`src/rtl/vga_scan_gen.sv`:
```
// VGA raster source for the ball thrower display.
// Generates 640x480@60 timing from the system clock, exports the scan position
// and a per-frame update tick to the renderer, and registers the final RGB,
// sync and blank outputs one pixel behind the counters.
module vga_scan_gen #(
  parameter int CLK_DIV  = 2,
  parameter int H_ACTIVE = 640,
  parameter int H_FP     = 16,
  parameter int H_SYNC   = 96,
  parameter int H_BP     = 48,
  parameter int V_ACTIVE = 480,
  parameter int V_FP     = 10,
  parameter int V_SYNC   = 2,
  parameter int V_BP     = 33,
  parameter int GROUND_Y = 445
) (
  input  logic       clk,
  input  logic       rst,
  input  logic       ball,
  output logic [9:0] xCount,
  output logic [9:0] yCount,
  output logic       update,
  output logic       hsync,
  output logic       vsync,
  output logic       blank_n,
  output logic [7:0] vga_r,
  output logic [7:0] vga_g,
  output logic [7:0] vga_b
);

  // CLK_DIV must be at least 2 so the renderer has a clock to register ball
  // before the pixel stage samples it.
  localparam int DIV_W = (CLK_DIV > 2) ? $clog2(CLK_DIV) : 1;
  localparam logic [DIV_W-1:0] DIV_LAST = DIV_W'(CLK_DIV - 1);

  localparam logic [9:0] H_VIS    = 10'(H_ACTIVE);
  localparam logic [9:0] HS_START = 10'(H_ACTIVE + H_FP);
  localparam logic [9:0] HS_END   = 10'(H_ACTIVE + H_FP + H_SYNC);
  localparam logic [9:0] H_LAST   = 10'(H_ACTIVE + H_FP + H_SYNC + H_BP - 1);
  localparam logic [9:0] V_VIS    = 10'(V_ACTIVE);
  localparam logic [9:0] VS_START = 10'(V_ACTIVE + V_FP);
  localparam logic [9:0] VS_END   = 10'(V_ACTIVE + V_FP + V_SYNC);
  localparam logic [9:0] V_LAST   = 10'(V_ACTIVE + V_FP + V_SYNC + V_BP - 1);
  localparam logic [9:0] GROUND   = 10'(GROUND_Y);

  localparam logic [23:0] RGB_BALL   = 24'hFFFFFF;
  localparam logic [23:0] RGB_GROUND = 24'h008000;
  localparam logic [23:0] RGB_SKY    = 24'h000040;

  logic [DIV_W-1:0] divider;
  logic             pix_en;
  logic [9:0]       x_next;
  logic [9:0]       y_next;
  logic             in_hsync;
  logic             in_vsync;
  logic             visible;
  logic [23:0]      rgb_next;
  logic [23:0]      rgb;

  // Next scan position: x wraps at the end of the line and carries into y.
  always_comb begin
    pix_en = (divider == DIV_LAST);
    x_next = xCount + 10'd1;
    y_next = yCount;
    if (xCount == H_LAST) begin
      x_next = '0;
      y_next = (yCount == V_LAST) ? '0 : yCount + 10'd1;
    end
  end

  // Decode the current position into sync, blank and colour for the pixel stage.
  always_comb begin
    in_hsync = (xCount >= HS_START) && (xCount < HS_END);
    in_vsync = (yCount >= VS_START) && (yCount < VS_END);
    visible  = (xCount < H_VIS) && (yCount < V_VIS);
    rgb_next = '0;
    if (visible) begin
      if (ball)
        rgb_next = RGB_BALL;
      else if (yCount >= GROUND)
        rgb_next = RGB_GROUND;
      else
        rgb_next = RGB_SKY;
    end
  end

  // Pixel clock divider: one pix_en pulse every CLK_DIV system clocks.
  always_ff @(posedge clk) begin
    if (rst)
      divider <= '0;
    else if (pix_en)
      divider <= '0;
    else
      divider <= divider + DIV_W'(1);
  end

  // Scan counters plus the update flop, which is high for exactly the line at
  // V_ACTIVE and only changes at line wraps so the renderer sees clean edges.
  always_ff @(posedge clk) begin
    if (rst) begin
      xCount <= '0;
      yCount <= '0;
      update <= 1'b0;
    end else if (pix_en) begin
      xCount <= x_next;
      yCount <= y_next;
      update <= (y_next == V_VIS);
    end
  end

  // Output stage: captures the decoded pixel, so it trails the counters by one pixel.
  always_ff @(posedge clk) begin
    if (rst) begin
      hsync   <= 1'b1;
      vsync   <= 1'b1;
      blank_n <= 1'b0;
      rgb     <= '0;
    end else if (pix_en) begin
      hsync   <= ~in_hsync;
      vsync   <= ~in_vsync;
      blank_n <= visible;
      rgb     <= rgb_next;
    end
  end

  assign vga_r = rgb[23:16];
  assign vga_g = rgb[15:8];
  assign vga_b = rgb[7:0];

endmodule
```
`config.mk`:
```
export PLATFORM = sky130hd
export DESIGN_NAME = vga_scan_gen
export DESIGN_NICKNAME = d
export VERILOG_FILES = /design/src/rtl/vga_scan_gen.sv
export SDC_FILE = /design/constraint.sdc
export NUM_CORES = 1
export LEC_CHECK = 0
export ABC_AREA = 0
export BUFFER_PORTS_ARGS = -buffer_cell sky130_fd_sc_hd__buf_2
export CORE_MARGIN = 1
export CORE_UTILIZATION = 51
export CTS_CLUSTER_SIZE = 12
export DETAILED_ROUTE_END_ITERATION = 8
export PLACE_DENSITY = 0.76
export RECOVER_POWER = 50
export REMOVE_ABC_BUFFERS = 1
export SYNTH_ARGS = -nofsm -noshare
export SYNTH_HDL_FRONTEND = slang
export SYNTH_SLANG_ARGS = --single-unit
```
`constraint.sdc`:
```
create_clock -name clk -period 2.5 [get_ports clk]
set_input_delay 0.125 -clock clk [delete_from_list [all_inputs] [get_ports clk]]
set_output_delay 0.125 -clock clk [all_outputs]
set_load 0.02 [all_outputs]
```
# After elaboration in Yosys (flattened, before gate mapping)
# Index checks and enable logic that the tools add are counted.
[classes] eq_ne=3 muxes=6 order_cmp=7 reduce_logical=4 n_addsub=3 bitwise=2
[ops] operator="2-to-1 mux 24 bit" count=2
[ops] operator="2-to-1 mux 10 bit" count=3
[ops] operator="adder 10 x 1 -> 10 bit, second input constant" count=2
[ops] operator="equality test 10 bit, second input constant" count=2
[ops] operator="greater-or-equal comparator 10 x 9 -> 1 bit, second input constant" count=2
[ops] operator="< comparator 10 bit, second input constant" count=2
[ops] operator="< comparator 10 x 9 -> 1 bit, second input constant" count=2
[ops] operator="2-to-1 mux 16 bit" count=1
[ops] operator="equality test 10 x 9 -> 1 bit, second input constant" count=1
[ops] operator="greater-or-equal comparator 10 bit, second input constant" count=1
[ops] operator="logical AND 1 bit" count=3
[ops] operator="inverter 1 bit" count=2
[ops] operator="OR reduction 2 bit" count=1
[ops] operator="adder 1 bit, second input constant" count=1
[word_totals] input_bits=3 out_inout_bits=48 reg_bits=49 elab_cells=33

# Logic depth before layout (Yosys ltp)
[depth] ltp_word=4 depth_mapped=8

# Worst setup path before layout
# Ideal clock, no wire load.
[synth_timing] path_kind="register -> register" from="register yCount[0]" to="register yCount[8]" slack_ns=0.179 period_less_slack_ns=2.321 path_stages_with_launch=9 arrival_time_ns=2.204 setup_time_ns=0.117 required_ns=2.383 cell_sequence="dfxtp_1 -> clkbuf_1 -> inv_1 -> ha_1 -> or4b_1 -> nor4_2 -> a21oi_1 -> a21o_1 -> a22o_1"
[synth_via] elab_chain_len=3 elab_cells_between_ends=4
[synth_rtl] item="start: declaration" line="21" text="output logic [9:0] yCount,"
[synth_rtl] item="start signal: assignment" line="106" text="yCount <= y_next;"
[synth_rtl] item="adder 10 x 1 -> 10 bit / equality test 10 bit (equally long branches)" line="67" text="y_next = (yCount == V_LAST) ? '0 : yCount + 10'd1;"
[synth_rtl] item="2-to-1 mux 10 bit (*)" line="67"
[synth_rtl] item="2-to-1 mux 10 bit (*)" line="65" text="if (xCount == H_LAST) begin"
# Mark *: on every way between the ends. The rest lies on a longest branch, timed or not.
# A chain may end at the register's enable or synchronous reset.

# Worst setup path after layout
# Same ends and word-level chain as after synthesis.

==> impl_metrics.env <==
export IMPL_period_minus_slack_ns=2.268
export IMPL_grt_max_degree=24
export IMPL_globalplace_congestion=0.8864
export IMPL_initial_core_util_pct=55.32
export IMPL_slowest_stage="or4b_1"
export IMPL_antenna_found_initial=0
export IMPL_synth_simple_gate_area_share_pct=29.86
export IMPL_syn2layout_area_growth_pct=8.460
export IMPL_peakVddDrop_mv=0.2705
export IMPL_postCtsSetupRepairBufs=0
export IMPL_routed_via_density=5.630
export IMPL_placed_area_um2=1884
export IMPL_finalMaxSlewViolations=0
export IMPL_power_mw=0.7839
export IMPL_grt_pass1_vias=1411
export IMPL_grt_overflow_total=0
export IMPL_met1_usage_pct=32.41
export IMPL_tightest_slew_ns=0.7981
export IMPL_clock_sinks=28
export IMPL_clockBufferDepth=2
export IMPL_cts_htree_levels=1
export IMPL_async_reset_ff_share_pct=0
export IMPL_yosysSeqAreaShare_pct=32.39
export IMPL_synth_edf_count=0
export IMPL_worstPathArrival_ns=2.51
export IMPL_syn_avg_cell_area_um2=8.048
export IMPL_cts_root_buf="clkbuf_4"
export IMPL_holdCritStartpoint="ball"
export IMPL_synth_seq_cells=28
export IMPL_top_usage_layer="met2"
export IMPL_synth_top_cells_by_count="dfxtp_1, nand2_1, buf_4"
export IMPL_cp_max_fo=12
export IMPL_synth_top_family_by_area="simple AND/OR/NAND/NOR gates"
export IMPL_syn_area_um2=1730
export IMPL_grt_first_pass_wirelength_mm=6.513
export IMPL_synth_top_area_share_pct=32.39
export IMPL_routed_wl_mm=3.889
export IMPL_drive_above_1_share_pct=13.47
export IMPL_finalInstanceArea_um2=1877
export IMPL_finalHoldViolCount=0
export IMPL_synth_warnings=0
export IMPL_fin_ws_ns=0.2324
export IMPL_pwr_density_cell_nw_per_um2=417.7
export IMPL_drt_iter0_drc=63
export IMPL_crit_chain="inv_1 > ha_1 > or4b_1 > nor4_2 > a21oi_1 > a21o_1 > a22o_1"
export IMPL_maxCapViolations=0
export IMPL_cp_num_buf_inv=1
export IMPL_rows=20
export IMPL_end_kind="flop"
export IMPL_dp_hpwl_mm=2.857
export IMPL_die_h_um=60.25
export IMPL_synthMuxAreaShare_pct=0.5785
export IMPL_insertion_delay_ns=0.33
export IMPL_clk_pin_slew_ns=0.15
export IMPL_yosys_top_cells_area="dfxtp_1, buf_4, ha_1, nand2_1, nor2_1"
export IMPL_ys_types=46
export IMPL_antenna_left=0
export IMPL_layout_nets=256
export IMPL_numPortBuffers=50
export IMPL_cts_tree="yes"
export IMPL_cts_hold_buf=0
export IMPL_syn_inst=215
export IMPL_slew_headroom_pct=46.59
export IMPL_core_area_um2=3128
export IMPL_hp_class="in -> reg"
export IMPL_dpl_worst_slack_ns=0.3097
export IMPL_ios=51
export IMPL_n_antenna_cell=0
export IMPL_critPathTopFamily="simple AND/OR/NAND/NOR gates"
export IMPL_firstDrtPassIters=4
export IMPL_max_freq_mhz=441.0
export IMPL_dr_total_vias=1627
export IMPL_skew_ns=0.009464
export IMPL_grt_usage_pct=23.63
export IMPL_die_area_um2=3630
export IMPL_wl_per_cell_um=13.46
export IMPL_synthAdderAreaFrac_pct=5.061
export IMPL_startpoint="yCount[0]"
export IMPL_cp_start_kind="flop"
export IMPL_synth_most_common_cell="dfxtp_1"
export IMPL_r2r_start="yCount[0]"
export IMPL_cpPeakStageDelay_ns=0.50
export IMPL_drc_errors=0
export IMPL_critPathKind="reg -> reg"
export IMPL_synth_compound_area_share_pct=13.67
export IMPL_fp_dieW_um=60.25
export IMPL_grtUsageMet3_pct=2.814
export IMPL_timing_final_setup_violations=0
export IMPL_cts_repair_resized=0
export IMPL_p_leak_nw=0.7004
export IMPL_crit_required_ns=2.75
export IMPL_status="finished, final reports clean"
export IMPL_fin_crit_sh_pct=90.70
export IMPL_grt_use_met2_pct=38.15
export IMPL_cts_buffers=3
export IMPL_rsz0062_at_grt="no"
export IMPL_synthXorXnorAreaFrac_pct=5.568
export IMPL_synth_largest_area_cell="dfxtp_1"
export IMPL_synth_flop_cell="dfxtp_1"
[stage by stage]
step                      instances  hold slack (ns)  setup TNS, ns  utilization (%)
after floorplan                 184           0.1941         -17.41                -
after global placement          285           0.3631              0            60.24
after detailed placement        285           0.3685              0            60.24
after CTS                       289          0.02566              0            61.40
after global routing            289          0.02515              0            60.00
final                           289          0.02594              0            60.00
[registers in the layout (all words and copies together), names as in the netlist]
| name | count |
|---|---|
| blank_n | 1 |
| divider | 1 |
| hsync | 1 |
| rgb | 3 |
| update | 1 |
| vsync | 1 |
| xCount | 10 |
| yCount | 10 |
[logic make-up after synthesis]
logic type	Yosys count
AO/OA/AOI/OAI	36
XOR/XNOR	11
AND/OR/NAND/NOR	96
buffers and inverters	36
multiplexers	1
flip-flops	28
adder cells (fa/ha/maj)	7
[worst paths after layout]
path	to	slack, ns	depth (start not counted)
setup / recovery	yCount[8]	0.23	7
hold / removal	rgb[22]	0.03	2
setup reg to reg	yCount[8]	0.23	7
hold reg to reg	blank_n	0.48	1
[placed cells by master, fill, tap and decap left out, drive strengths merged, types with 5 or more instances in the layout]
master,synthesis,final
dfxtp,28,28
a21oi,8,8
nand4,10,10
or3,5,5
nor2,18,18
nand2b,7,7
xor2,7,7
ha,7,7
nand3,10,10
nor3,6,6
buf,24,24
nand2,22,22
clkbuf,7,37
inv,5,5
o21ai,10,10
[final cells by class]
class	count	area [um2]
Inverter	5	18.77
Fill cell	320	1251
Multi-Input combinational cell	151	947.2
Sequential cell	28	560.5
Timing Repair Buffer	57	259.0
Tap cell	44	55.05
Clock buffer	4	36.28
[routing by layer]
layer	up-vias	wire, um	share of wire [%]
met2	70	1771	46
met5	-	0	0
met1	752	1822	47
met4	0	60	1.5
li1	796	-	-
met3	9	235	6.0
[report_power, final]
group          total, mW  internal, mW  leakage (nW)  switching [mW]
Combinational     0.0950        0.0289         0.452          0.0661
Clock              0.221        0.0892        0.0210           0.132
Sequential         0.468         0.455         0.227          0.0124
Total              0.784         0.573         0.700           0.211
Power figures use the tool's default switching activity.
